==> config.mk <==
export PLATFORM = sky130hd
export DESIGN_NAME = top_without_bc
export DESIGN_NICKNAME = d
export VERILOG_FILES = /design/src/rtl/top_without_bc.sv
export SDC_FILE = /design/constraint.sdc
export NUM_CORES = 1
export LEC_CHECK = 0
export ABC_AREA = 1
export CORE_ASPECT_RATIO = 1.4
export CORE_MARGIN = 2
export CORE_UTILIZATION = 45
export DETAILED_ROUTE_END_ITERATION = 10
export PLACE_DENSITY = 0.73
export SLEW_MARGIN = 20
export SYNTH_ARGS = -nofsm -noshare
export SYNTH_HDL_FRONTEND = slang
export SYNTH_HIERARCHICAL = 1
export SYNTH_SLANG_ARGS = --single-unit
==> constraint.sdc <==
create_clock -name pin_clk -period 2.9 [get_ports pin_clk]
set_input_delay 0.87 -clock pin_clk [delete_from_list [all_inputs] [get_ports pin_clk]]
set_output_delay 0.87 -clock pin_clk [all_outputs]
set_load 0.01 [all_outputs]
==> src/rtl/top_without_bc.sv <==
// ---------------------------------------------------------------------------
// top_without_bc
//   N-bit registered adder/subtractor core. Operands are registered (stage 1),
//   summed by a ripple of 4-bit carry-lookahead groups, and the result is
//   registered again (stage 2). Latency 2 cycles, one operation per cycle.
//
//   Optional feature macro: TOP_WITHOUT_BC_OVF_EN
//     When defined, adds pin_ovf, the registered two's-complement overflow.
//
// Ports
//   pin_clk   in   1  clock, rising edge
//   pin_rst   in   1  synchronous active-high reset (zeroes both stages)
//   pin_a     in   N  operand A
//   pin_b     in   N  operand B
//   pin_cin   in   1  carry-in (add) / borrow-in (subtract)
//   pin_sel   in   1  0 = add, 1 = subtract
//   pin_sum   out  N  registered result
//   pin_co    out  1  registered carry-out (subtract: 1 = no borrow)
//   pin_ovf   out  1  registered signed overflow (TOP_WITHOUT_BC_OVF_EN only)
//
// Parameter N must be a multiple of 4 and at least 4.
// ---------------------------------------------------------------------------

// One 4-bit carry-lookahead group. Internal bit carries are fully looked
// ahead; the group carry-out is G + P*cin so groups can ripple.
module top_without_bc_cla4 (
  input  logic [3:0] i_a,
  input  logic [3:0] i_b,
  input  logic       i_c,
  output logic [3:0] o_s,
  output logic       o_c
);
  logic [3:0] w_g, w_p, w_c;
  logic       w_gg, w_gp;

  assign w_g = i_a & i_b;
  assign w_p = i_a ^ i_b;

  assign w_c[0] = i_c;
  assign w_c[1] = w_g[0] | (w_p[0] & i_c);
  assign w_c[2] = w_g[1] | (w_p[1] & w_g[0]) | (w_p[1] & w_p[0] & i_c);
  assign w_c[3] = w_g[2] | (w_p[2] & w_g[1]) | (w_p[2] & w_p[1] & w_g[0])
                | (w_p[2] & w_p[1] & w_p[0] & i_c);

  assign w_gg = w_g[3] | (w_p[3] & w_g[2]) | (w_p[3] & w_p[2] & w_g[1])
              | (w_p[3] & w_p[2] & w_p[1] & w_g[0]);
  assign w_gp = &w_p;

  assign o_c = w_gg | (w_gp & i_c);
  assign o_s = w_p ^ w_c;
endmodule

module top_without_bc #(
  parameter int N = 16
) (
  input  logic         pin_clk,
  input  logic         pin_rst,
  input  logic [N-1:0] pin_a,
  input  logic [N-1:0] pin_b,
  input  logic         pin_cin,
  input  logic         pin_sel,
  output logic [N-1:0] pin_sum,
  output logic         pin_co
`ifdef TOP_WITHOUT_BC_OVF_EN
  ,
  output logic         pin_ovf
`endif
);
  localparam int NG = N / 4;

  // Stage 1
  logic [N-1:0] r_a, r_b;
  logic         r_cin, r_sel;

  always_ff @(posedge pin_clk) begin
    if (pin_rst) begin
      r_a   <= '0;
      r_b   <= '0;
      r_cin <= 1'b0;
      r_sel <= 1'b0;
    end else begin
      r_a   <= pin_a;
      r_b   <= pin_b;
      r_cin <= pin_cin;
      r_sel <= pin_sel;
    end
  end

  // Subtract is A + ~B + ~cin: invert B and the carry-in under sel.
  logic [N-1:0] w_bx;
  logic [N-1:0] w_sum;
  logic [NG:0]  w_gc;

  assign w_bx    = r_b ^ {N{r_sel}};
  assign w_gc[0] = r_cin ^ r_sel;

  for (genvar g = 0; g < NG; g++) begin : g_grp
    top_without_bc_cla4 u_cla (
      .i_a (r_a [4*g +: 4]),
      .i_b (w_bx[4*g +: 4]),
      .i_c (w_gc[g]),
      .o_s (w_sum[4*g +: 4]),
      .o_c (w_gc[g+1])
    );
  end

  // Stage 2
  always_ff @(posedge pin_clk) begin
    if (pin_rst) begin
      pin_sum <= '0;
      pin_co  <= 1'b0;
    end else begin
      pin_sum <= w_sum;
      pin_co  <= w_gc[NG];
    end
  end

`ifdef TOP_WITHOUT_BC_OVF_EN
  // Carry into the MSB recovered from the MSB sum bit: s = a ^ b ^ cin.
  logic w_cmsb, w_ovf;
  assign w_cmsb = w_sum[N-1] ^ r_a[N-1] ^ w_bx[N-1];
  assign w_ovf  = w_cmsb ^ w_gc[NG];

  always_ff @(posedge pin_clk) begin
    if (pin_rst) pin_ovf <= 1'b0;
    else         pin_ovf <= w_ovf;
  end
`endif
endmodule

Word-level counts from Yosys, hierarchy flattened
Cells that the tools add are included.
- bits in registers: 51
- latch bits: 0
- RAM bits: 0
- bits in read-only memories: 0
- bits of input ports: 36
- output and inout bits: 17
- word-level logic and storage cells: 124
- memories kept: 0
- $add $sub $neg: 0
- multipliers: 0
- divide/modulo/power cells: 0
- magnitude comparators: 0
- eq/ne operators: 0
- shift-type cells: 0
- mux-type cells: 0
- bitwise logic cells: 114
- reduce and logical (&&, ||, !) cells: 4
- operators by type and width (operator ; count):
    $and A1 B1 Y1 ; 60
    $or A1 B1 Y1 ; 40
    $xor A4 B4 Y4 ; 8
    $and A4 B4 Y4 ; 4
    $reduce_and A4 Y1 ; 4
    $xor A16 B16 Y16 ; 1
    $xor A1 B1 Y1 ; 1

Longest topological paths before layout
Gate-level depths: netlist of run 1.
- depth in word-level cells: 14
- gate-level depth with buffers: 23
- mapped depth without buffers: 22

Cells and area by module
Netlist of run 1, hierarchy kept.
- modules (own cells, without submodules) (module ; times used ; cells each ; area an instance (um2) ; seq. area each (um2)):
    top_without_bc ; 1 ; 231 ; 1773.0 ; 1021.0
    top_without_bc_cla4 at g_grp[1].u_cla ... ; 3 ; 31 ; 186.4 ; 0.0
    top_without_bc_cla4 at g_grp[0].u_cla ; 1 ; 31 ; 188.9 ; 0.0

Least setup slack after synthesis of run 1
OpenSTA, ideal clock, no wires.
- kind: register to register
- start point: register r_sel
- end point: register pin_sum[13]
- library setup time: 0.112 ns
- data arrival time: 2.493 ns
- required time: 2.788 ns
- slack: 0.295 ns
- stages on the path, launching flop included: 23
- buffers on the path: 1
- period minus slack after synthesis: 2.605 ns
- path through: dfxtp_1 -> buf_6 -> inv_8 -> nand2_1 -> nand2_1 -> ha_1 -> nand3_1 -> nand3_1 -> nand3_1 -> nand2_1 -> nand3_1 -> nand3_1 -> nand3_1 -> nand2_1 -> nand3_1 -> nand3_1 -> nand3_1 -> nand2_1 -> inv_1 -> fa_1 -> xnor2_1 -> inv_1 -> nor2_1
- elaborated cells between the ends (all ways): 46
- classes of those cells: bitwise: 43; reduce/logical: 3
- RTL lines (what ; RTL line ; RTL):
    from (decl) ; 73 ; logic r_cin, r_sel;
    from (signal assigned) ; 85 ; r_sel <= pin_sel;
    $xor A16 B16 Y16 (*) ; 94 ; assign w_bx = r_b ^ {N{r_sel}};
    via w_bx[1] ; 90 ; logic [N-1:0] w_bx;
    $and A4 B4 Y4 / $xor A4 B4 Y4 (equally long branches) ; 36, 37 ;
    $and A1 B1 Y1, on equally long branches ; 45, 46 ;
    $or A1 B1 Y1 / $and A1 B1 Y1 (equally long branches) ; 45, 46 ;
    $or A1 B1 Y1 ; 46 ; | (w_p[3] & w_p[2] & w_p[1] & w_g[0]);
    $or A1 B1 Y1 (*) ; 49 ; assign o_c = w_gg | (w_gp & i_c);
    via w_gc[1] ; 92 ; logic [NG:0] w_gc;
    [2 not listed] ; n/a ;
    via w_gc[2] ; 92 ;
    $and A1 B1 Y1 (*) ; 49 ;
    $or A1 B1 Y1 (*) ; 49 ;
    via w_gc[3] ; 92 ;
    $and A1 B1 Y1 (*) ; 40 ; assign w_c[1] = w_g[0] | (w_p[0] & i_c);
    $or A1 B1 Y1 (*) ; 40 ;
    $xor A4 B4 Y4 (*) ; 50 ; assign o_s = w_p ^ w_c;
    via w_sum[13] ; 91 ; logic [N-1:0] w_sum;
    to (signal assigned) ; 113 ; pin_sum <= w_sum;
    to (decl) ; 62 ; output logic [N-1:0] pin_sum,
Mark *: on every way through the listed nets, which the timed path passes. The rest lies on a longest branch.
A chain may end at the register's enable or synchronous reset.

Final worst setup path of run 1
Same ends and word-level chain as after synthesis.

==> impl_metrics.json, run 1 <==
{
  "cp_max_fo": 9,
  "ant_nets": 0,
  "cts_hold_buf": 0,
  "port_buffers": 52,
  "clock_skew_ns": 0.00691,
  "maxCapViolations": 0,
  "met2_usage_pct": 28.8,
  "viasPerCell": 4.39,
  "hold_viol_final": 0,
  "die_area_um2": 6230,
  "yosys_warnings": 6,
  "dp_hpwl_um": 3380,
  "cts_tree": "done",
  "grt_overflow": 0,
  "hold_class": "reg -> reg",
  "busiest_layer": "met2",
  "tightest_slew_ns": 0.823,
  "syn-cell-area_um2": 2520,
  "slew_headroom_pct": 45.1,
  "yosysSeqAreaShare_pct": 40.5,
  "crit_path_start_kind": "flop",
  "numCtsBuffers": 5,
  "peakVddDrop_v": 0.000223,
  "finalSetupViolations": 0,
  "worstSkewPairLatency_ns": 0.30,
  "fin_crit_ns": 2.77,
  "drv_slew": 0,
  "synth_nets": 411,
  "path_class": "reg -> reg",
  "core_um2": 5450,
  "p_per_area_nw_per_um2": 525,
  "post-route-util_pct": 60.3,
  "seq_area_um2": 1020,
  "gr-usage-met1_pct": 16.5,
  "routedWlPerCell_um": 9.28,
  "met3_usage_pct": 3.16,
  "fin_crit_sh_pct": 95.4,
  "final_layout_size_suffix_gt1_share_pct": 8.23,
  "grt_max_degree": 52,
  "end_kind": "flop",
  "synthSimpleGateAreaFrac_pct": 27.7,
  "synth_cells": 355,
  "fin_nets": 468,
  "drt_wl_total_um": 4470,
  "yosysUniqueCellTypes": 17,
  "leakagePower_uw": 0.00177,
  "ys_ff_latch": 51,
  "synth.avg_cell_area_um2": 7.10,
  "cts_max_level": 2,
  "vias": 2110,
  "whs_path_depth": 5,
  "synth_adder_area_share_pct": 11.1,
  "multi_input_area_um2": 1100,
  "outcome": "finished, final reports clean",
  "syn_to_final_growth_pct": 30.2,
  "dr.pass1.iters": 4,
  "drt_iter0_markers": 61,
  "gp_congestion": 0.849,
  "antenna_found_initial": 0,
  "start_util_pct": 46.3,
  "drcViolationCount": 0,
  "nFillCells": 516,
  "synth-xor-area-share_pct": 1.39,
  "crit_arrival_ns": 2.92,
  "grt_util_all_layers_pct": 15.5,
  "clkSinkCount": 51,
  "grt_pass1_wl_um": 7520,
  "fp.dieH_um": 92.6,
  "fmax_ghz": 0.361,
  "cts-root-buf": "clkbuf_8",
  "die_x_um": 67.3,
  "tns_ns": 0,
  "reg2reg_depth": 21,
  "clockBufferDepth": 2,
  "synth_top_family_by_area": "simple AND/OR/NAND/NOR gates",
  "num_antenna_cells": 0,
  "clkTransAtPathRegs_ns": 0.09,
  "grt_pass1_vias": 1886,
  "yosys-mux-area-fraction_pct": 0,
  "pin_count": 53,
  "rows": 32,
  "synth_compound_area_share_pct": 0.794,
  "worst_ep_required_time_ns": 3.05
}
-- flip-flops by register name (all words and copies together) (netlist names) --
name / cells
pin_co: 1
r_b: 16
r_sel: 1
r_cin: 1
r_a: 16
pin_sum: 16
-- synthesized netlist by cell type --
master,count,area share [%]
xnor2_1,4,1.4
buf_8,1,0.60
buf_6,6,2.7
nand4_1,8,2.0
nand3_1,16,3.2
nand2_1,83,12
inv_8,1,0.45
ha_1,16,7.9
inv_1,96,14
nor2_1,55,8.2
buf_4,1,0.30
buf_2,1,0.20
dfxtp_1,51,40
a21oi_1,4,0.79
or2_0,4,0.99
fa_1,4,3.2
nand2_2,4,0.99
-- through the flow --
step | power, uW | setup WS, ns | cell area [um2] | hold slack, ns | cells
6_report | 1730 | 0.133 | 3280 | 0.682 | 481
5_1_grt | 1820 | -0.0694 | 3280 | 0.740 | 481
4_1_cts | 1720 | 0.00157 | 3190 | 0.698 | 478
3_5_place_dp | 1160 | -0.0388 | 3060 | 0.683 | 470
3_3_place_gp | 1150 | 0.0774 | 3060 | 0.661 | 470
2_1_floorplan | 1020 | 0.295 | 2520 | 0.628 | 355
-- cells by family (layout without fill, tap and decap cells) --
group | count (synthesis) | after routing
compound gates | 4 | 4
xor+xnor | 4 | 4
fa+ha+maj | 20 | 20
buf+inv | 106 | 164
flops | 51 | 51
simple gates | 170 | 170
-- report_power, final --
part | internal, uW | leakage (uW) | switching (uW)
sequential | 754 | 0.000425 | 21.8
clock | 345 | 0.0000654 | 219
combinational | 199 | 0.00128 | 187
total | 1300 | 0.00177 | 427
-- layout by cell type, fill, tap and decap left out, drive strengths merged --
master,instances
ha,16
fa,4
nand2,87
clkbuf,6
buf,8
nor2,55
or2,4
clkdlybuf4s50,51
bufinv,2
nand3,16
dfxtp,51
inv,97
a21oi,4
nand4,8
xnor2,4
-- path summary, 6_finish.rpt --
path                            startpoint     endpoint  slack (ns)
worst max-delay path                 r_sel  pin_sum[13]        0.13
worst min-delay path               r_a[15]       pin_co        0.68
worst max register to register       r_sel  pin_sum[13]        0.13
worst min register to register     r_a[15]       pin_co        0.68
-- metal layers --
layer	wire length (um)	up-vias
li1	-	1132
met1	1800	935
met2	2430	37
met3	162	6
met4	74	0
met5	0	-
-- critical path, stage by stage (launching register included) --
cell,delay (ns)
dfxtp_4,0.37
buf_4,0.17
nand2_1,0.09
nand2_2,0.07
ha_4,0.28
nand3_2,0.09
nand3_2,0.07
nand3_1,0.08
nand2_2,0.08
nand3_2,0.07
nand3_2,0.09
nand3_1,0.09
nand2_2,0.10
nand3_2,0.08
nand3_2,0.08
nand3_1,0.08
nand2_2,0.09
inv_1,0.05
fa_1,0.37
xnor2_1,0.13
inv_1,0.05
nor2_1,0.03
-- area by class of cell --
type                    instances  share of cell area [%]
repair buffers                 59                    17.3
inverters                      97                    11.3
clock inverters                 2                    1.83
well taps                      68                    2.59
multi-input cells             198                    33.5
flip-flops and latches         51                    31.2
clock buffers                   6                    2.21
-- timing repair --
item                                    4_1_cts  5_1_grt
buffers inserted                              0        3
pin swaps                                     0        3
resized for setup                             2       13
endpoints found under the setup margin        2        4
No activity file was read; power rests on OpenSTA's default activity.
==> run 2: changes to the inputs <==
Settings changed: CORE_UTILIZATION 45 to 28, DONT_BUFFER_PORTS from default to 1, PLACE_DENSITY 0.73 to 0.42.
==> impl_metrics.json, run 2 (synthesis gave the netlist of run 1 again) <==
{
  "tightest_slew_ns": 0.175,
  "core_um2": 8870,
  "drt_iter0_markers": 36,
  "crit_path_start_kind": "flop",
  "layout_commonest_cell": "inv_1",
  "start_util_pct": 28.4,
  "fin_crit_ns": 2.59,
  "ant_nets": 0,
  "num_antenna_cells": 0,
  "fin_area_um2": 2870,
  "finalNonFillerCells": 470,
  "dp_hpwl_um": 3570,
  "path_class": "reg -> reg",
  "pin_count": 53,
  "die_x_um": 84.2,
  "worst_ep_required_time_ns": 3.12,
  "cp_max_fo": 10,
  "fp.dieH_um": 116,
  "wl_met1_um": 1980,
  "reg_top3": "pin_sum (16), r_a (16), r_b (16)",
  "leakagePower_uw": 0.00160,
  "cts_max_level": 2,
  "holdWs_ns": 0.644,
  "numCtsBuffers": 5,
  "worstSkewPairLatency_ns": 0.29,
  "vias": 1885,
  "clock_skew_ns": 0.00602,
  "cts-root-buf": "clkbuf_16",
  "maxCapViolations": 0,
  "antenna_found_initial": 0,
  "gp_congestion": 0.853,
  "clkSinkCount": 51,
  "fin_crit_sh_pct": 89.4,
  "cts_tree": "done",
  "dr.pass1.iters": 4,
  "final_cell_mix": "inv_1 (96), nand2_1 (80), nor2_1 (55), dfxtp_1 (50), ha_1 (14)",
  "grt_pass1_wl_um": 7800,
  "viasPerCell": 4.01,
  "fin_nets": 418,
  "finalSetupViolations": 0,
  "cts_hold_buf": 0,
  "crit_arrival_ns": 2.82,
  "topRoutingLayerUsed": "met4",
  "placed_area_um2": 2610,
  "peakVddDrop_v": 0.000235,
  "drv_slew": 0,
  "clkTransAtPathRegs_ns": 0.07,
  "grt_pass1_vias": 1773,
  "rows": 41,
  "clockBufferDepth": 2,
  "grt_util_all_layers_pct": 10.0,
  "hold_viol_final": 0,
  "grt_max_degree": 52,
  "hold_class": "in -> reg",
  "drt_wl_total_um": 4540,
  "port_buffers": 0,
  "fmax_ghz": 0.386,
  "wl_met3_um": 176,
  "rsz0062_at_grt": "no",
  "wl_met2_um": 2300,
  "outcome": "finished, final reports clean",
  "die_area_um2": 9790,
  "end_kind": "flop",
  "grt_overflow": 0,
  "dp.cells": 459,
  "syn_to_final_growth_pct": 13.7,
  "drcViolationCount": 0,
  "post-route-util_pct": 32.3,
  "slew_headroom_pct": 88.4,
  "p_per_area_nw_per_um2": 604,
  "routedWlPerCell_um": 9.67,
  "total_power_uw": 1730,
  "final_layout_size_suffix_gt1_share_pct": 9.37
}
## run 2: report_power, final
group	total [uW]	internal, uW	switching, uW	leakage [uW]
sequential	796	756	40.1	0.000425
combinational	256	113	143	0.00109
clock	680	429	250	0.0000868
## run 2: area by class of cell
cell class              count  area [um2]
well taps                 107         134
fillers                   973        6010
inverters                  97         372
repair buffers              9        67.6
clock inverters             2        35.0
multi-input cells         198        1100
flip-flops and latches     51        1020
clock buffers               6         139
## run 2: worst paths after layout
| check | from | end | slack (ns) | cells after the start |
|---|---|---|---|---|
| worst max-delay path | r_sel | pin_sum[13] | 0.31 | 21 |
| worst min-delay path | pin_rst | r_a[12] | 0.64 | 1 |
| worst max register to register | r_sel | pin_sum[13] | 0.31 | 21 |
| worst min register to register | r_a[15] | pin_co | 0.67 | 5 |
## run 2: metrics by stage
step	TNS [ns]	setup WS, ns
finish	0	0.307
global route	0	0.0364
CTS	0	0.0406
detailed placement	-0.0733	-0.0460
global placement	0	0.0681
floorplan	0	0.295
## run 2: metal layers
metal  global-route usage [%]  vias up
met4                     3.87        0
li1                         -     1030
met1                     11.3      815
met3                     3.25        5
met2                     17.7       35
met5                        0        -
## run 2: critical path, cell delays in order, from the launching register on
cell,delay [ns]
dfxtp_4,0.40
inv_8,0.06
nand2_1,0.05
nand2_1,0.08
ha_4,0.29
nand3_2,0.09
nand3_2,0.08
nand3_1,0.06
nand2_1,0.10
nand3_2,0.08
nand3_2,0.07
nand3_1,0.08
nand2_2,0.09
nand3_2,0.07
nand3_2,0.07
nand3_1,0.08
nand2_2,0.09
inv_1,0.05
fa_1,0.37
xnor2_1,0.14
inv_1,0.05
nor2_1,0.07
## run 2: what timing repair did
action | in CTS | in global routing
endpoints found under the setup margin | 2 | 5
setup buffers | 0 | 3
resized for setup | 1 | 12
pin swaps | 0 | 1
==> run 3: changes to the inputs <==
Settings changed: MAX_ROUTING_LAYER from default to met4.
==> impl_metrics.json, run 3 (synthesis gave the netlist of run 1 again) <==
{
  "clkTransAtPathRegs_ns": 0.07,
  "grt_pass1_wl_um": 7800,
  "maxCapViolations": 0,
  "path_class": "reg -> reg",
  "viasPerCell": 4.01,
  "finalSetupViolations": 0,
  "die_area_um2": 9790,
  "path_cells": "inv_8 -> nand2_1 -> nand2_1 -> ha_4 -> nand3_2 -> nand3_2 -> nand3_1 -> nand2_1 -> nand3_2 -> nand3_2 -> nand3_1 -> nand2_2 -> nand3_2 -> nand3_2 -> nand3_1 -> nand2_2 -> inv_1 -> fa_1 -> xnor2_1 -> inv_1 -> nor2_1",
  "placed_area_um2": 2610,
  "cts_tree": "done",
  "grt_overflow": 0,
  "crit_path_start_kind": "flop",
  "finalNonFillerCells": 470,
  "grt_pass1_vias": 1779,
  "dr.pass1.iters": 4,
  "hold_viol_final": 0,
  "num_antenna_cells": 0,
  "numCtsBuffers": 5,
  "ant_nets": 0,
  "reg_top3": "pin_sum (16), r_a (16), r_b (16)",
  "drcViolationCount": 0,
  "fmax_ghz": 0.386,
  "dp_hpwl_um": 3570,
  "seqPwrFrac_pct": 46.0,
  "peakVddDrop_v": 0.000235,
  "cp_top_family": "simple AND/OR/NAND/NOR gates",
  "grt_util_all_layers_pct": 10.3,
  "fin_nets": 418,
  "crit_arrival_ns": 2.82,
  "final_layout_size_suffix_gt1_share_pct": 9.37,
  "worstSkewPairLatency_ns": 0.29,
  "cts_hold_buf": 0,
  "outcome": "finished, final reports clean",
  "fin_crit_sh_pct": 89.4,
  "tns_ns": 0,
  "p_sw_share_pct": 25.1,
  "critPathBufInv": 3,
  "rsz0062_at_grt": "no",
  "clock_power_share_pct": 39.2,
  "start_util_pct": 28.4,
  "cts-root-buf": "clkbuf_16",
  "slew_headroom_pct": 88.4,
  "combPwrFrac_pct": 14.8,
  "vias": 1886,
  "drt_wl_total_um": 4550,
  "fin_area_um2": 2870,
  "final_cell_mix": "inv_1 (96), nand2_1 (80), nor2_1 (55), dfxtp_1 (50), ha_1 (14)",
  "total_power_uw": 1730,
  "end_kind": "flop",
  "p_int_uw": 1300,
  "hold_class": "in -> reg",
  "antenna_found_initial": 0,
  "slowest_stage": "dfxtp_4",
  "p_per_area_nw_per_um2": 604,
  "tightest_slew_ns": 0.175,
  "clock_skew_ns": 0.00603,
  "routedWlPerCell_um": 9.67,
  "drv_slew": 0,
  "clkSinkCount": 51,
  "die_x_um": 84.2,
  "grt_max_degree": 52,
  "pin_count": 53,
  "slowest_delay_ns": 0.40,
  "dp.cells": 459,
  "rows": 41,
  "syn_to_final_growth_pct": 13.7,
  "drt_iter0_markers": 36,
  "cts_max_level": 2,
  "fp.dieH_um": 116,
  "leakagePower_uw": 0.00160,
  "gp_congestion": 0.866,
  "layout_commonest_cell": "inv_1",
  "core_um2": 8870,
  "switchingPower_uw": 434,
  "clockBufferDepth": 2,
  "worst_ep_required_time_ns": 3.12,
  "crit_top_cell": "nand3_2",
  "port_buffers": 0,
  "cp_max_fo": 10,
  "fin_crit_ns": 2.59
}
==> run 3: what timing repair did <==
action	4_1_cts	5_1_grt
resized for setup	1	12
pin swaps	0	1
setup endpoints to repair	2	5
buffers inserted	0	3
==> run 3: final cells by class <==
class	instances	area (um2)
timing repair buffer	9	67.6
clock inverter	2	35.0
tap	107	134
multi-input combinational	198	1100
inverter	97	372
sequential	51	1020
fill	973	6010
clock buffer	6	139
==> run 3: stage by stage <==
step	worst slack (ns)	util, %	hold slack [ns]
finish	0.307	32.3	0.644
global route	0.0366	32.3	0.631
CTS	0.0406	31.3	0.633
detailed placement	-0.0460	29.4	0.664
global placement	0.0681	29.4	0.661
floorplan	0.295	-	0.628
==> run 3: path summary, 6_finish.rpt <==
path            from           to  slack, ns  depth (start not counted)
max            r_sel  pin_sum[13]       0.31                         21
min          pin_rst      r_a[12]       0.64                          1
max reg2reg    r_sel  pin_sum[13]       0.31                         21
min reg2reg  r_a[15]       pin_co       0.67                          5
==> run 3: metal layers <==
layer,vias to the layer above,wire length (um),global-route usage [%]
met5,-,0,-
met4,0,78,3.87
met3,5,175,3.18
met2,35,2300,17.7
met1,816,1990,11.3
li1,1030,-,-
==> run 3: power by group through the flow <==
stage	Clock (uW)	Combinational (uW)	Sequential [uW]
2_1_floorplan	0	216	803
3_3_place_gp	0	244	814
3_5_place_dp	0	244	814
4_1_cts	707	246	798
6_report	680	256	796
5_1_grt	728	305	802
